===== src/rtl/perm_gen_ctrl.sv =====
// perm_gen_ctrl: builds a 256-entry byte permutation from a chaotic byte stream.
// Define PERM_FALLBACK_FILL_EN to append unused values when the draw budget runs out.
module perm_gen_ctrl #(
  parameter int unsigned MAX_DRAWS = 4096
) (
  input  logic        clk,
  input  logic        rst,
  input  logic        start,
  input  logic        chaos_valid,
  input  logic [7:0]  chaos_data,
  output logic        chaos_ready,
  output logic        perm_we,
  output logic [7:0]  perm_addr,
  output logic [7:0]  perm_data,
  output logic        busy,
  output logic        done,
  output logic        fail,
  output logic [15:0] dup_count,
  output logic [15:0] draw_count
);

  typedef enum logic [2:0] {
    S_IDLE,
    S_CLEAR,
    S_COLLECT,
    S_FILL,
    S_DONE
  } state_e;

  state_e        state_q;
  logic [255:0]  used_q;
  logic [8:0]    idx_q;
  logic          we_q;
  logic [7:0]    addr_q;
  logic [7:0]    data_q;
  logic          fail_q;
  logic [15:0]   dup_q;
  logic [15:0]   draw_q;
`ifdef PERM_FALLBACK_FILL_EN
  logic [7:0]    s_q;
`endif

  logic is_new;
  logic last_slot;
  logic budget_hit;

  assign is_new     = ~used_q[chaos_data];
  assign last_slot  = (idx_q == 9'd255);
  // This accept is the MAX_DRAWS-th one.
  assign budget_hit = ({1'b0, draw_q} + 17'd1) == 17'(MAX_DRAWS);

  always_ff @(posedge clk) begin
    if (rst) begin
      state_q <= S_IDLE;
      idx_q   <= '0;
      we_q    <= 1'b0;
      addr_q  <= '0;
      data_q  <= '0;
      fail_q  <= 1'b0;
      dup_q   <= '0;
      draw_q  <= '0;
    end else begin
      we_q <= 1'b0;
      unique case (state_q)
        S_IDLE: begin
          if (start) state_q <= S_CLEAR;
        end
        S_CLEAR: begin
          used_q  <= '0;
          idx_q   <= '0;
          dup_q   <= '0;
          draw_q  <= '0;
          fail_q  <= 1'b0;
`ifdef PERM_FALLBACK_FILL_EN
          s_q     <= '0;
`endif
          state_q <= S_COLLECT;
        end
        S_COLLECT: begin
          if (chaos_valid) begin
            draw_q <= draw_q + 16'd1;
            if (is_new) begin
              used_q[chaos_data] <= 1'b1;
              we_q   <= 1'b1;
              addr_q <= idx_q[7:0];
              data_q <= chaos_data;
              idx_q  <= idx_q + 9'd1;
            end else if (dup_q != 16'hFFFF) begin
              dup_q <= dup_q + 16'd1;
            end
            if (is_new && last_slot) begin
              state_q <= S_DONE;
            end else if (budget_hit) begin
`ifdef PERM_FALLBACK_FILL_EN
              state_q <= S_FILL;
`else
              state_q <= S_DONE;
              fail_q  <= 1'b1;
`endif
            end
          end
        end
`ifdef PERM_FALLBACK_FILL_EN
        S_FILL: begin
          if (!used_q[s_q]) begin
            used_q[s_q] <= 1'b1;
            we_q   <= 1'b1;
            addr_q <= idx_q[7:0];
            data_q <= s_q;
            idx_q  <= idx_q + 9'd1;
            if (last_slot) state_q <= S_DONE;
          end
          s_q <= s_q + 8'd1;
        end
`endif
        S_DONE: begin
          state_q <= S_IDLE;
        end
        default: begin
          state_q <= S_IDLE;
        end
      endcase
    end
  end

  assign chaos_ready = (state_q == S_COLLECT);
  assign busy        = (state_q != S_IDLE);
  assign done        = (state_q == S_DONE);
  assign perm_we     = we_q;
  assign perm_addr   = addr_q;
  assign perm_data   = data_q;
  assign fail        = fail_q;
  assign dup_count   = dup_q;
  assign draw_count  = draw_q;

endmodule

===== config.mk =====
export PLATFORM = sky130hd
export DESIGN_NAME = perm_gen_ctrl
export DESIGN_NICKNAME = d
export VERILOG_FILES = /design/src/rtl/perm_gen_ctrl.sv
export SDC_FILE = /design/constraint.sdc
export NUM_CORES = 1
export LEC_CHECK = 0
export CAP_MARGIN = 15
export CORE_MARGIN = 1
export CORE_UTILIZATION = 45
export DETAILED_ROUTE_END_ITERATION = 8
export GPL_TIMING_DRIVEN = 0
export PLACE_DENSITY = 0.62
export SYNTH_ARGS = -nofsm -noshare
export SYNTH_HDL_FRONTEND = slang
export SYNTH_SLANG_ARGS = --single-unit

===== constraint.sdc =====
create_clock -name clk -period 47 [get_ports clk]
set_input_delay 9.4 -clock clk [delete_from_list [all_inputs] [get_ports clk]]
set_output_delay 9.4 -clock clk [all_outputs]
set_load 0.005 [all_outputs]

==> results of run 1 <==
[worst register-to-register path: cells and delay by family (launching register included)]
family	cells	cell delay, ns
buffers and inverters	6	1.12
AND/OR/NAND/NOR	3	0.94
AO/OA/AOI/OAI	3	0.92
multiplexers	2	0.76
flip-flops	1	0.40
[area by class of cell]
cell class,count,area [um2]
clock buffer,50,1040
antenna,1,2.50
tap,448,561
timing repair buffer,87,887
sequential,318,8930
buffer,113,498
inverter,11,41.3
clock inverter,17,93.8
multi-input combinational,996,6150
fill,3025,15700
[report_power, final]
group,switching [uW],total (uW),internal (uW)
clock,117,272,155
sequential,7.65,332,324
combinational,57.3,87.4,30.2
[worst max path at each step]
stage,start,to,slack [ns],cells after the start
final,chaos_data[0],used_q[141],32.66,16
after global routing,chaos_data[0],used_q[141],32.60,17
after CTS,chaos_data[0],used_q[141],32.85,16
after detailed placement,chaos_data[0],used_q[138],32.29,16
after global placement,chaos_data[0],used_q[119],8.01,10
after floorplan,chaos_data[3],used_q[0],17.37,11
[stage by stage]
step / total power [uW] / hold slack, ns / area (um2)
after floorplan: 400 / 0.466 / 15600
after CTS: 693 / 0.479 / 18200
final: 692 / 0.482 / 18200
after detailed placement: 423 / 0.471 / 17100
after global placement: 433 / 0.463 / 16700
after global routing: 714 / 0.507 / 18200
[cells in the final DEF (no fill, tap or decap), types with 29 or more instances in the layout]
cell type / Yosys / routed
nor2_1: 343 / 343
a21oi_1: 285 / 285
edfxtp_1: 256 / 256
clkbuf_1: 84 / 92
dfxtp_1: 62 / 62
clkdlybuf4s50_1: 0 / 58
mux4_2: 54 / 54
clkbuf_16: 0 / 39
nand2_1: 36 / 36
mux2i_1: 34 / 34
nand3_1: 29 / 29
[cell usage after synthesis (all sizes together), types with 6 or more instances]
cell / count / area (um2)
nor2: 343 / 1290
a21oi: 285 / 1430
edfxtp: 256 / 7690
clkbuf: 84 / 315
dfxtp: 62 / 1240
mux4: 54 / 1220
nand2: 36 / 135
mux2i: 34 / 340
buf: 29 / 183
nand3: 29 / 145
nor3: 21 / 105
o21ai: 21 / 105
mux2: 15 / 169
and3: 14 / 87.6
xnor2: 12 / 105
inv: 11 / 41.3
nand2b: 10 / 62.6
nand4: 8 / 50.1
o31ai: 8 / 60.1
or3: 8 / 50.1
nor4: 7 / 43.8
o221ai: 7 / 61.3
o22ai: 7 / 43.8
a211oi: 6 / 45.0
a22oi: 6 / 45.0
xor2: 6 / 52.6
[kinds of logic after synthesis]
group / after synthesis / share of synthesized area, %
fa+ha+maj: 5 / 0.401
mux: 103 / 11.1
xor+xnor: 18 / 1.01
compound gates: 370 / 13.2
flops: 318 / 57.2
simple gates: 500 / 13.7
buf+inv: 124 / 3.46
[registers in the layout, summed over array words and instances (netlist names)]
name and count:
dup_count 16, used_q 256, state_q 3, perm_data 8, idx_q 9, fail 1
perm_addr 8, perm_we 1, draw_count 16
[layer usage]
| layer | global-route usage, % | up-vias | part of all wire (%) |
|---|---|---|---|
| li1 | - | 5574 | - |
| met1 | 37.3 | 6163 | 41 |
| met2 | 42.7 | 729 | 46 |
| met3 | 5.44 | 140 | 10 |
| met4 | 10.5 | 0 | 3.6 |
| met5 | 0 | - | 0 |
==> results.toml, run 1 <==
[yosys]
syn_area_per_cell_um2 = 10.9
synthArstFlopShare_pct = 0
synth_cell_type_count = 57
syn-num-nets = 1455
yosysWarningCount = 0
ys_seq_elements = 318
syn_inst = 1438
netlist_area_um2 = 15600
ys_seq_area_share_pct = 57.2
synth-edff-count = 256
synth_ff_type = "edfxtp_1"

[floorplanning]
io-pin-count = 65
core_um2 = 33900
dieWidth_um = 188
die_h_um = 188
start_util_pct = 46.1
rows = 67
die-area_um2 = 35400

[drt]
drc = 0
wire_per_inst_um = 23.4
drtIter0Drc = 1590
antenna_left = 0
viasPerCell = 6.18
num_vias = 12600
routed_wl_mm = 47.7
first_pass_iters = 5

[worst_setup_path]
cp-end-kind = "register"
path_common_cell = "buf_6"
path_max_fanout = 13
worst_setup_path_start_kind = "primary input"
crit_chain = "clkdlybuf4s50_1 > buf_2 > clkbuf_1 > clkbuf_1 > o2111ai_1 > o211ai_1 > o2111ai_2 > nand2_1 > nor2_1 > nor3_2 > buf_8 > buf_6 > buf_6 > buf_6 > buf_6 > buf_6"
ff2ff_path_depth = 14
cpPeakStageDelay_ns = 0.69
r2r_slack_ns = 42.57
arrival_ns = 14.58
crit_buf_inv = 10
worstSetupPathType = "primary input to register"
path_delay_family = "buffers and inverters"
reg2reg_to = "used_q[141]"
required_ns = 47.25
rr_startpoint = "used_q[135]"
slowest_stage = "clkdlybuf4s50_1"

[clocking]
ctsHoldBuffers = 0
clkSinkCount = 318
cts.path.max_buffers = 3
cts_setup_buffers = 0
cts-resized-gates = 0
h-tree-depth = 2
clk_pin_slew_ns = 0.06
cts_tree = "done"
cts_root_buf = "clkbuf_16"
cts_buffers = 37
clk_latency_ns = 0.54

[global_route]
grt-ovfl-total = 0
grt_usage_pct = 27.2
grt_max_degree = 14
antenna_found_initial = 0
grt_pass1_vias = 12100
grt_pass1_wl_mm = 73.4

[placement]
dp_hpwl_mm = 32.0
port_buffers = 58
pre_cts_ws_ns = 32.29
dp.cells = 1972
gp_congestion = 0.912

[run_status]
status = "completed"

[sta]
maxSlewViolCount = 0
fmax_mhz = 69.7
setup_violations = 0
min_period_over_period_pct = 30.5
skew_ns = 0.0210
rsz0062_at_grt = "no"
worst_pin_slew_ns = 1.31
fin_tns_setup_ns = 0
slew_headroom_pct = 12.1
hold_violations = 0
fin_ws_ns = 32.66
final.min_clock_period_ns = 14.34

[hold_path]
holdPathEnd = "perm_data[6]"
hold_start = "perm_data[6]"
worstHoldPathType = "register to register"
hold_depth = 2

[finish]
utilization_pct = 53.8
nNetsFinal = 1581
drive_above_1_share_pct = 12.1
area_growth_pct = 16.7
final_cells = 2041

[flow_run]
drv_cap = 0

[pwr]
ir_drop_uv = 28.3
power.density_nw_per_um2 = 38.0
p_leak_uw = 0.00608
No activity file was read; power rests on OpenSTA's default activity.
==> run 2: changes to the inputs <==
==> constraint.sdc (replaced) <==
create_clock -name clk -period 13.2 [get_ports clk]
set_input_delay 2.64 -clock clk [delete_from_list [all_inputs] [get_ports clk]]
set_output_delay 2.64 -clock clk [all_outputs]
set_load 0.005 [all_outputs]
==> run 2 against run 1 <==
Against the previous run:
- first-iteration DRC count fell by 0.94%
- clock-buffer cell count rose by 4
- design area rose by 0.53%
- cell count is 0.54% lower
- non-clock buffer count shrank 7
- wire length decreased by 0.57%
- critical path type unchanged
- highest routed layer unchanged
==> results.toml, run 2 (synthesized netlist as in run 1, its figures left out) <==
[pwr]
p_leak_uw = 0.00609
p_clk_share_pct = 39.3
pwr-share-comb_pct = 12.9
ir_drop_uv = 85.4
p_sw_share_pct = 25.9
p_switching_uw = 640
internal_power_uw = 1830
power.density_nw_per_um2 = 135
p_seq_share_pct = 47.8

[worst_setup_path]
worstSetupPathType = "primary input to register"
path_max_fanout = 19
path_delay_family = "buffers and inverters"
worst_setup_path_start_kind = "primary input"
required_ns = 13.43
slowest_stage = "clkdlybuf4s50_1"
cpPeakStageDelay_ns = 0.66
arrival_ns = 7.66
cp-end-kind = "register"
crit_buf_inv = 10
crit_chain = "clkdlybuf4s50_1 > buf_2 > clkbuf_1 > clkbuf_1 > o2111ai_1 > o211ai_1 > o2111ai_2 > nand2_1 > nor2_1 > nor3_4 > buf_16 > buf_16 > buf_8 > buf_16 > buf_16 > buf_8"
path_common_cell = "buf_16"

[global_route]
grt_pass1_vias = 11800
grt-ovfl-total = 0
grt_usage_pct = 26.8
grt_pass1_wl_mm = 72.4
antenna_found_initial = 0
grt_max_degree = 22

[sta]
setup_violations = 0
skew_ns = 0.0246
slew_headroom_pct = 21.2
fmax_mhz = 135
worst_pin_slew_ns = 1.18
maxSlewViolCount = 0
min_period_over_period_pct = 56.3
worst_hold_slack_ns = 0.476
rsz0062_at_grt = "no"
final.min_clock_period_ns = 7.43
hold_violations = 0

[finish]
final_cells = 2030
drive_above_1_share_pct = 11.3
largest_reg_flops = 256
antenna_cells = 0
layout_common_cells = "343 x nor2_1, 285 x a21oi_1, 256 x edfxtp_1"
area_growth_pct = 17.3
final_common_cell = "nor2_1"
nNetsFinal = 1573
top_register = "used_q"

[clocking]
clk_pin_slew_ns = 0.06
cts-resized-gates = 0
h-tree-depth = 2
ctsHoldBuffers = 0
cts_setup_buffers = 0
cts.path.max_buffers = 3
clk_latency_ns = 0.52
cts_tree = "done"
clkSinkCount = 318
cts_buffers = 36
cts_root_buf = "clkbuf_16"

[floorplanning]
core_um2 = 33900
start_util_pct = 46.1
die-area_um2 = 35400
rows = 67
die_h_um = 188
io-pin-count = 65
dieWidth_um = 188

[placement]
port_buffers = 58
gp_congestion = 0.925
dp_hpwl_mm = 31.6
dp.cells = 1966

[hold_path]
worstHoldPathType = "register to register"

[drt]
antenna_left = 0
drtIter0Drc = 1575
viasPerCell = 6.19
num_vias = 12600
first_pass_iters = 6
drc = 0
routed_wl_mm = 47.5
wire_per_inst_um = 23.4

[flow_run]
drv_cap = 0

[run_status]
status = "completed"
[run 2: cell types whose count changed in the layout (fill, tap and decap cells not counted), moves of 3 or more]
cell | previous run | this run
buf_6 | 23 | 4
buf_16 | 0 | 11
clkbuf_1 | 92 | 97
clkinv_1 | 7 | 4
[run 2: path summary, 6_finish.rpt]
path / startpoint / slack, ns / end / depth (start not counted)
setup / recovery: chaos_data[0] / 5.77 / used_q[106] / 16
hold / removal: perm_data[6] / 0.48 / perm_data[6] / 2
setup reg to reg: used_q[106] / 8.78 / used_q[106] / 14
hold reg to reg: perm_data[6] / 0.48 / perm_data[6] / 2
[run 2: final cells by class]
class,instances,area [um2]
fillers,2999,15600
flip-flops and latches,318,8930
multi-input cells,996,6160
repair buffers,80,1000
clock buffers,54,1040
plain buffers,113,498
inverters,11,41.3
clock inverters,10,75.1
well taps,448,561
[run 2: tightest hold or removal path, cell delays in order, from the launching register on]
cell	delay (ns)
dfxtp_1	0.31
o21ai_0	0.06
a21oi_1	0.06
[run 2: power groups by stage]
| stage | logic [uW] | registers (uW) | clock network (uW) |
|---|---|---|---|
| 3_5_place_dp | 314 | 1200 | 0 |
| 4_1_cts | 315 | 1180 | 981 |
| 3_3_place_gp | 282 | 1220 | 0 |
| 2_1_floorplan | 195 | 1200 | 0 |
| 6_report | 320 | 1180 | 973 |
| 5_1_grt | 342 | 1190 | 1020 |
[run 2: per-layer routing]
metal | up-vias | wire [um] | global-route usage (%)
met1 | 6184 | 19300 | 37.3
met5 | - | 0 | 0
met4 | 0 | 1320 | 8.44
met2 | 717 | 21900 | 42.0
li1 | 5565 | - | -
met3 | 99 | 5010 | 5.55
[run 2: stage by stage]
| step | cell area [um2] | util [%] | setup slack (ns) | power, uW | setup TNS, ns |
|---|---|---|---|---|---|
| 2_1_floorplan | 15600 | - | 2.25 | 1400 | 0 |
| 3_3_place_gp | 16800 | 49.5 | -1.81 | 1500 | -456.13 |
| 3_5_place_dp | 17200 | 50.7 | 5.40 | 1510 | 0 |
| 4_1_cts | 18300 | 54.0 | 5.93 | 2480 | 0 |
| 5_1_grt | 18300 | 54.0 | 5.65 | 2550 | 0 |
| 6_report | 18300 | 54.0 | 5.77 | 2470 | 0 |
==> run 3: changes to the inputs <==
--- a/config.mk
+++ b/config.mk
@@ -10,7 +10,7 @@
 export CORE_UTILIZATION = 45
 export DETAILED_ROUTE_END_ITERATION = 8
 export GPL_TIMING_DRIVEN = 0
-export PLACE_DENSITY = 0.62
+export PLACE_DENSITY = 0.64
 export SYNTH_ARGS = -nofsm -noshare
 export SYNTH_HDL_FRONTEND = slang
 export SYNTH_SLANG_ARGS = --single-unit
==> constraint.sdc (replaced) <==
create_clock -name clk -period 6.8 [get_ports clk]
set_input_delay 1.36 -clock clk [delete_from_list [all_inputs] [get_ports clk]]
set_output_delay 1.36 -clock clk [all_outputs]
set_load 0.005 [all_outputs]
==> run 3 against run 2 <==
Against the previous run:
- clock-buffer cell count is 7 lower
- sequential power is 94% higher
- via count is 0.71% lower
- worst hold slack hardly changed
- wire length is 1.6% lower
- cell count hardly changed
- design area is 0.12% lower
- combinational power is 92% higher
- critical endpoint is now used_q[221]
- largest power group unchanged
==> results.toml, run 3 (synthesized netlist as in run 1, its figures left out) <==
[clocking]
cts_tree = "done"
h-tree-depth = 2
clkSinkCount = 318
cts_setup_buffers = 0
cts-resized-gates = 0
cts_root_buf = "clkbuf_16"
clk_pin_slew_ns = 0.06
cts_buffers = 37
clk_latency_ns = 0.53
cts.path.max_buffers = 3
ctsHoldBuffers = 0

[sta]
setup_violations = 0
fin_tns_setup_ns = 0
maxSlewViolCount = 0
rsz0062_at_grt = "no"
hold_violations = 0
fmax_mhz = 176
skew_ns = 0.0120
worst_pin_slew_ns = 1.20
slew_headroom_pct = 19.1
final.min_clock_period_ns = 5.68
min_period_over_period_pct = 83.6

[worst_setup_path]
required_ns = 7.02
rr_startpoint = "used_q[106]"
cpPeakStageDelay_ns = 0.60
arrival_ns = 5.91
cp-end-kind = "register"
path_common_cell = "buf_8"
crit_chain = "clkdlybuf4s50_1 > buf_2 > inv_2 > buf_1 > mux2i_1 > a22oi_1 > a41oi_1 > o211ai_2 > nand2_2 > nor2_2 > nor3_4 > buf_8 > buf_8 > buf_16 > buf_16 > buf_8"
worstSetupPathType = "primary input to register"
crit_start = "chaos_data[0]"
slowest_stage = "buf_1"
worst_setup_path_start_kind = "primary input"
path_max_fanout = 22

[global_route]
grt_busiest_layer = "met2"
grt-ovfl-total = 0
use_met3_pct = 6.65
grt_pass1_vias = 11800
grt_pass1_wl_mm = 71.3
antenna_found_initial = 0
grtUsageMet2_pct = 40.5
grt_usage_pct = 26.6
grt_max_degree = 23
gr-usage-met1_pct = 36.1

[drt]
first_pass_iters = 6
routed_wl_mm = 46.7
wire_per_inst_um = 23.0
drtIter0Drc = 1477
num_vias = 12500
antenna_left = 0
viasPerCell = 6.15
drc = 0

[finish]
largest_reg_flops = 256
nNetsFinal = 1572
area_growth_pct = 17.1
nFillCells = 2998
top_register = "used_q"
antenna_cells = 0
final_cells = 2029
layout_common_cells = "342 x nor2_1, 285 x a21oi_1, 256 x edfxtp_1"
final_common_cell = "nor2_1"
drive_above_1_share_pct = 11.6

[floorplanning]
io-pin-count = 65
rows = 67
dieWidth_um = 188
start_util_pct = 46.1
die_h_um = 188
core_um2 = 33900
die-area_um2 = 35400

[flow_run]
drv_cap = 0

[placement]
dp_hpwl_mm = 31.2
port_buffers = 58
dp.cells = 1964
gp_congestion = 0.912

[pwr]
p_leak_uw = 0.00609
ir_drop_uv = 168
power.density_nw_per_um2 = 262

[hold_path]
hold_start = "perm_data[6]"
worstHoldPathType = "register to register"

[run_status]
status = "completed"
## run 3: changes by cell type in the layout (fill, tap and decap cells not counted), moves of 2 or more
cell,delta
buf_16,-3
buf_2,-3
buf_8,+3
clkbuf_1,-6
clkinv_1,+2
clkinv_2,+6
## run 3: area by class of cell
class | instances | area (um2) | area share, %
buffer | 113 | 523 | 2.86
clock buffer | 47 | 1000 | 5.50
clock inverter | 18 | 113 | 0.616
inverter | 11 | 41.3 | 0.226
multi-input combinational | 996 | 6170 | 33.7
sequential | 318 | 8930 | 48.8
tap | 448 | 561 | 3.07
timing repair buffer | 78 | 940 | 5.14
## run 3: report_power, final
part / switching [uW] / total [uW] / internal (uW)
registers: 52.9 / 2290 / 2240
logic: 394 / 613 / 219
clock network: 799 / 1880 / 1080
## run 3: final timing paths
kind	to	slack [ns]	depth (start not counted)
worst max-delay path	used_q[221]	1.12	16
worst min-delay path	perm_data[6]	0.48	2
worst max register to register	used_q[221]	2.90	13
worst min register to register	perm_data[6]	0.48	2
## run 3: worst max-delay path, delay by kind of cell
family	cells	cell delay, ns
AO/OA/AOI/OAI	3	0.71
buffers and inverters	9	2.84
AND/OR/NAND/NOR	3	0.49
multiplexers	1	0.45
## run 3: per-layer routing
metal  wire [um]  share of wire, %  up-vias
met5           0                 0        -
met4        1990               4.3        0
met3        4890                10      131
met2       21100                45      729
met1       18700                40     6050
li1            -                 -     5566
## run 3: stage by stage
stage | cell area (um2) | hold slack [ns] | setup WS, ns | total power, uW | utilization (%)
detailed placement | 17200 | 0.472 | 0.716 | 2940 | 50.7
global placement | 16800 | 0.464 | -6.74 | 2920 | 49.6
global route | 18300 | 0.484 | 0.962 | 4940 | 54.0
finish | 18300 | 0.476 | 1.12 | 4790 | 54.0
floorplan | 15700 | 0.466 | -2.77 | 2720 | -
CTS | 18300 | 0.481 | 1.26 | 4790 | 54.0
